===== config.mk =====
export PLATFORM = sky130hd
export DESIGN_NAME = bcd_counter_n
export DESIGN_NICKNAME = d
export VERILOG_FILES = /design/src/rtl/bcd_counter_n.sv
export SDC_FILE = /design/constraint.sdc
export NUM_CORES = 1
export LEC_CHECK = 0
export ABC_CLOCK_PERIOD_IN_PS = 2600
export CORE_ASPECT_RATIO = 1.4
export CORE_MARGIN = 2
export CORE_UTILIZATION = 51
export DETAILED_ROUTE_END_ITERATION = 10
export PLACE_DENSITY = 0.88
export SYNTH_ARGS = -nofsm -noshare
export SYNTH_HDL_FRONTEND = slang
export SYNTH_SLANG_ARGS = --single-unit

===== constraint.sdc =====
create_clock -name clk -period 2.6 [get_ports clk]
set_input_delay 0.78 -clock clk [delete_from_list [all_inputs] [get_ports clk]]
set_output_delay 0.78 -clock clk [all_outputs]
set_load 0.01 [all_outputs]

===== src/rtl/bcd_counter_n.sv =====
// Multi-digit BCD up/down counter with validated parallel load, ripple-carry
// terminal flag, sticky overflow and a load-error pulse.
module bcd_counter_n #(
  parameter int DIGITS = 4,
  parameter bit SAT    = 1'b0
) (
  input  logic                  clk,
  input  logic                  reset,
  input  logic                  enable,
  input  logic                  up,
  input  logic                  load,
  input  logic [4*DIGITS-1:0]   data,
  input  logic                  clr_ovr,
  output logic [4*DIGITS-1:0]   count,
  output logic                  RCO,
  output logic                  ovr,
  output logic                  load_err
);

  localparam int W = 4 * DIGITS;

  logic [W-1:0]    count_inc;
  logic [W-1:0]    count_dec;
  logic [DIGITS:0] carry;
  logic [DIGITS:0] borrow;
  logic            all_nine;
  logic            all_zero;
  logic            data_ok;

  // Digit-serial carry/borrow chains; a digit only moves when the chain reaches it.
  always_comb begin
    count_inc = count;
    count_dec = count;
    carry     = '0;
    borrow    = '0;
    carry[0]  = 1'b1;
    borrow[0] = 1'b1;
    all_nine  = 1'b1;
    all_zero  = 1'b1;
    data_ok   = 1'b1;
    for (int i = 0; i < DIGITS; i++) begin
      if (count[4*i +: 4] != 4'd9) all_nine = 1'b0;
      if (count[4*i +: 4] != 4'd0) all_zero = 1'b0;
      if (data[4*i +: 4] > 4'd9)   data_ok  = 1'b0;

      if (carry[i]) begin
        if (count[4*i +: 4] >= 4'd9) begin
          count_inc[4*i +: 4] = 4'd0;
          carry[i+1]          = 1'b1;
        end else begin
          count_inc[4*i +: 4] = count[4*i +: 4] + 4'd1;
        end
      end

      if (borrow[i]) begin
        if (count[4*i +: 4] == 4'd0) begin
          count_dec[4*i +: 4] = 4'd9;
          borrow[i+1]         = 1'b1;
        end else if (count[4*i +: 4] > 4'd9) begin
          count_dec[4*i +: 4] = 4'd9;
        end else begin
          count_dec[4*i +: 4] = count[4*i +: 4] - 4'd1;
        end
      end
    end
  end

  assign RCO = enable & ~load & (up ? all_nine : all_zero);

  always_ff @(posedge clk) begin
    if (reset) begin
      count    <= '0;
      ovr      <= 1'b0;
      load_err <= 1'b0;
    end else begin
      load_err <= load & ~data_ok;

      if (load) begin
        if (data_ok) count <= data;
      end else if (enable) begin
        // In saturate mode a terminal step leaves the count parked at its limit.
        if (!(SAT && RCO)) count <= up ? count_inc : count_dec;
      end

      if (RCO)          ovr <= 1'b1;
      else if (clr_ovr) ovr <= 1'b0;
    end
  end

endmodule


==> run_summary.xml <==
<?xml version="1.0" encoding="UTF-8"?>
<metrics>
  <group name="yosys">
    <metric name="synth.lib_cells_used.distinct" unit="">58</metric>
    <metric name="yosys-top-cells-area" unit="">dfxtp_1 20%, ha_1 10%, o21ai_0 5.7%</metric>
    <metric name="ys_warn_count" unit="">0</metric>
    <metric name="syn-instance-count" unit="">243</metric>
    <metric name="syn-mean-instance-area" unit="sq um">7.59</metric>
    <metric name="postSynthRegisterBits" unit="">18</metric>
    <metric name="ys.flop_type" unit="">dfxtp_1</metric>
    <metric name="synth.largest_area_cell" unit="">dfxtp_1</metric>
    <metric name="asr_flop_ratio_synth" unit="%">0</metric>
    <metric name="postSynthNetCount" unit="">280</metric>
    <metric name="post-synth-top-area-fraction" unit="%">19.5</metric>
    <metric name="synth.yosys.seq_area_share" unit="%">19.5</metric>
    <metric name="combined_area_of_all_synthesized_cells" unit="sq mm">0.00184</metric>
    <metric name="synth_edf_count" unit="">0</metric>
  </group>
  <group name="routing">
    <metric name="routed_wirelength" unit="um">7060</metric>
    <metric name="routed.top_layer" unit="">met4</metric>
    <metric name="detail_route.wl_per_cell" unit="um">19.2</metric>
    <metric name="detail_route.vias_per_cell" unit="">6.66</metric>
    <metric name="wl_met2" unit="um">3460</metric>
    <metric name="detail_route.first_pass.iterations" unit="">7</metric>
    <metric name="met3_wirelength" unit="um">643</metric>
    <metric name="drt_iter0_markers" unit="">209</metric>
    <metric name="drc_errors" unit="">0</metric>
    <metric name="met1Wirelength" unit="um">2470</metric>
    <metric name="vias" unit="">2450</metric>
    <metric name="antenna_violating_nets_post_route" unit="">0</metric>
  </group>
  <group name="pwr">
    <metric name="max_vdd_drop" unit="mV">0.368</metric>
    <metric name="net-switching-power" unit="uW">413</metric>
    <metric name="power.sequential.fraction" unit="%">28.4</metric>
    <metric name="p_leak" unit="nW">1.14</metric>
    <metric name="power.share.switching" unit="%">36.9</metric>
    <metric name="clock_power_share" unit="%">21.8</metric>
    <metric name="cellPowerDensity" unit="mW/mm^2">401</metric>
    <metric name="pwr-share-comb" unit="%">49.7</metric>
    <metric name="internal-power" unit="uW">707</metric>
  </group>
  <group name="critical_path">
    <metric name="critical-path-max-stage-delay" unit="ns">0.52</metric>
    <metric name="timing_worst_setup_path_type" unit="">in2reg</metric>
    <metric name="critical_path_startpoint_category" unit="">input port</metric>
    <metric name="cp_max_fo" unit="">4</metric>
    <metric name="timing.critical_path.cells" unit="">clkdlybuf4s50_1 -&gt; o21ai_0 -&gt; nand4_1 -&gt; o21ai_2 -&gt; nand2_1 -&gt; o41ai_1</metric>
    <metric name="worst_setup_path_end_kind" unit="">register</metric>
    <metric name="worstPathArrival" unit="ns">2.79</metric>
    <metric name="cp_data_required_time" unit="ns">2.71</metric>
    <metric name="crit_path_top_delay_cell" unit="">o41ai_1</metric>
  </group>
  <group name="placed_design">
    <metric name="post_dp_cell_area" unit="sq mm">0.00263</metric>
    <metric name="place_congestion" unit="">0.941</metric>
    <metric name="io_buffers" unit="">40</metric>
    <metric name="place_hpwl" unit="um">4970</metric>
  </group>
  <group name="run">
    <metric name="drv_cap" unit="">0</metric>
  </group>
  <group name="final_layout">
    <metric name="num-nets-final" unit="">366</metric>
    <metric name="num_antenna_cells" unit="">0</metric>
    <metric name="synth_to_layout_area_growth" unit="%">51.4</metric>
    <metric name="layout.core_utilization" unit="%">81.9</metric>
    <metric name="postLayoutCellArea" unit="sq mm">0.00279</metric>
    <metric name="drive_above_1_share" unit="%">26.2</metric>
  </group>
  <group name="cts">
    <metric name="max_root_sink_buffers" unit="">2</metric>
    <metric name="post_cts_hold_buffer_count" unit="">0</metric>
    <metric name="tritoncts_sinks" unit="">18</metric>
    <metric name="insertion_delay" unit="ns">0.26</metric>
    <metric name="clk_pin_slew_worst_paths" unit="ns">0.08</metric>
    <metric name="cts_made_buffers" unit="">3</metric>
    <metric name="clk_root_buffer_cell" unit="">clkbuf_8</metric>
    <metric name="cts_tree" unit="">yes</metric>
    <metric name="htreeDepth" unit="">1</metric>
  </group>
  <group name="sta">
    <metric name="timing.slew.headroom" unit="%">68.3</metric>
    <metric name="totalNegativeSetupSlack" unit="ns">-0.0810</metric>
    <metric name="final.setup.worst_slack" unit="ns">-0.0810</metric>
    <metric name="finalSetupViolations" unit="">1</metric>
    <metric name="finalCritPeriodShare" unit="%">103</metric>
    <metric name="layout_min_cycle_time" unit="ns">2.68</metric>
    <metric name="holdWs" unit="ns">0.602</metric>
    <metric name="rsz0062_at_grt" unit="">yes</metric>
    <metric name="worst-slew-pin-transition" unit="ns">0.469</metric>
    <metric name="finalClockSkew" unit="ns">0.00334</metric>
    <metric name="max_freq" unit="MHz">373</metric>
    <metric name="finalMaxSlewViolations" unit="">0</metric>
    <metric name="hold_violations" unit="">0</metric>
  </group>
  <group name="hold_path">
    <metric name="hp-class" unit="">reg2reg</metric>
  </group>
  <group name="grt">
    <metric name="grt_remaining_overflow" unit="">0</metric>
    <metric name="globalRouteTotalUtil" unit="%">35.2</metric>
    <metric name="grt_pass1_wl" unit="um">10700</metric>
    <metric name="antenna_found_initial" unit="">0</metric>
    <metric name="grt_max_degree" unit="">26</metric>
    <metric name="grt_pass1_vias" unit="">2313</metric>
  </group>
  <group name="die">
    <metric name="chipWidth" unit="um">54.8</metric>
    <metric name="initial_core_util" unit="%">54.1</metric>
    <metric name="floorplan.rows" unit="">25</metric>
    <metric name="die_area" unit="sq mm">0.00412</metric>
    <metric name="core_area" unit="sq mm">0.00341</metric>
    <metric name="die_height" unit="um">75.2</metric>
    <metric name="design.portCount" unit="">41</metric>
  </group>
  <group name="run_status">
    <metric name="run_status" unit="">finished, violations left</metric>
    <metric name="violations" unit="">setup timing</metric>
  </group>
</metrics>
==> cell usage after synthesis, types with 6 or more instances <==
master	n
o21ai_0	21
dfxtp_1	18
ha_1	15
inv_1	14
nand2_1	12
nor2_1	12
a21oi_1	11
nand2b_1	10
nor2b_1	9
nor3b_1	9
buf_2	6
clkbuf_1	6
nor3_1	6
o21ai_1	6
==> worst max-delay path, delay by kind of cell <==
kind	cells	cell delay [ns]
buf+inv	1	0.42
simple gates	2	0.40
compound gates	3	1.19
==> flip-flops by register name, summed over array words and instances (netlist names) <==
register / cells
count: 16
ovr: 1
load_err: 1
==> layer usage <==
metal  GRT usage (%)  vias to the layer above
met4            23.1                        0
met3            4.37                       58
met2            60.1                      189
met5               0                        -
met1            39.8                     1118
li1                -                     1085
==> path summary, 6_finish.rpt <==
check / cells past startpoint / startpoint / slack [ns] / endpoint
worst max-delay path: 6 / data[6] / -0.08 / count[5]
worst min-delay path: 2 / count[7] / 0.60 / count[7]
worst max register to register: 9 / count[8] / 0.43 / count[12]
worst min register to register: 2 / count[7] / 0.60 / count[7]
==> through the flow <==
| step | total power [mW] | instances | worst slack (ns) |
|---|---|---|---|
| 3_3_place_gp | 0.811 | 363 | -0.409 |
| 4_1_cts | 1.08 | 367 | 0.00296 |
| 5_1_grt | 1.16 | 368 | -0.0386 |
| 6_report | 1.12 | 368 | -0.0810 |
| 3_5_place_dp | 0.826 | 363 | -0.450 |
| 2_1_floorplan | 0.593 | 243 | 0.440 |
==> area by class of cell <==
cell class,count,area (sq um)
clock buffers,4,55.1
well taps,40,50.0
inverters,17,63.8
flip-flops and latches,18,364
fillers,208,617
repair buffers,94,812
multi-input cells,195,1450
==> logic make-up (layout without fill, tap and decap cells) <==
group | count (synthesis) | count (layout) | share of synthesized area, %
and+or+nand+nor | 78 | 78 | 24.9
muxes | 2 | 2 | 1.09
AOI/OAI and AO/OA | 97 | 97 | 36.0
adders and majority gates | 15 | 15 | 10.2
buffers and inverters | 30 | 115 | 6.92
xor gates and xnor gates | 3 | 3 | 1.42
DFF | 18 | 18 | 19.5
==> power groups by stage <==
stage	logic, mW	clock network (mW)	registers [mW]
after CTS	0.522	0.242	0.312
final	0.557	0.245	0.318
after floorplan	0.262	0	0.331
after global placement	0.495	0	0.316
after global routing	0.592	0.252	0.320
after detailed placement	0.509	0	0.317
==> what timing repair did <==
action                                  CTS  global route
endpoints found under the setup margin    1             2
gates resized for setup                  14            16
pin swaps                                 0             2
setup buffers                             0             1
==> cells in the final DEF (no fill, tap or decap), types with 6 or more instances in the layout <==
cell type        count
a21oi_1             11
buf_4               53
clkdlybuf4s50_1     37
dfxtp_1             15
ha_1                10
inv_1               12
nand2_1             12
nand2b_1            10
nor2_1              12
nor2b_1              6
nor3_1               6
nor3b_1              7
o21ai_0             21
o21ai_1              6
(Power assumes the default switching activity.)
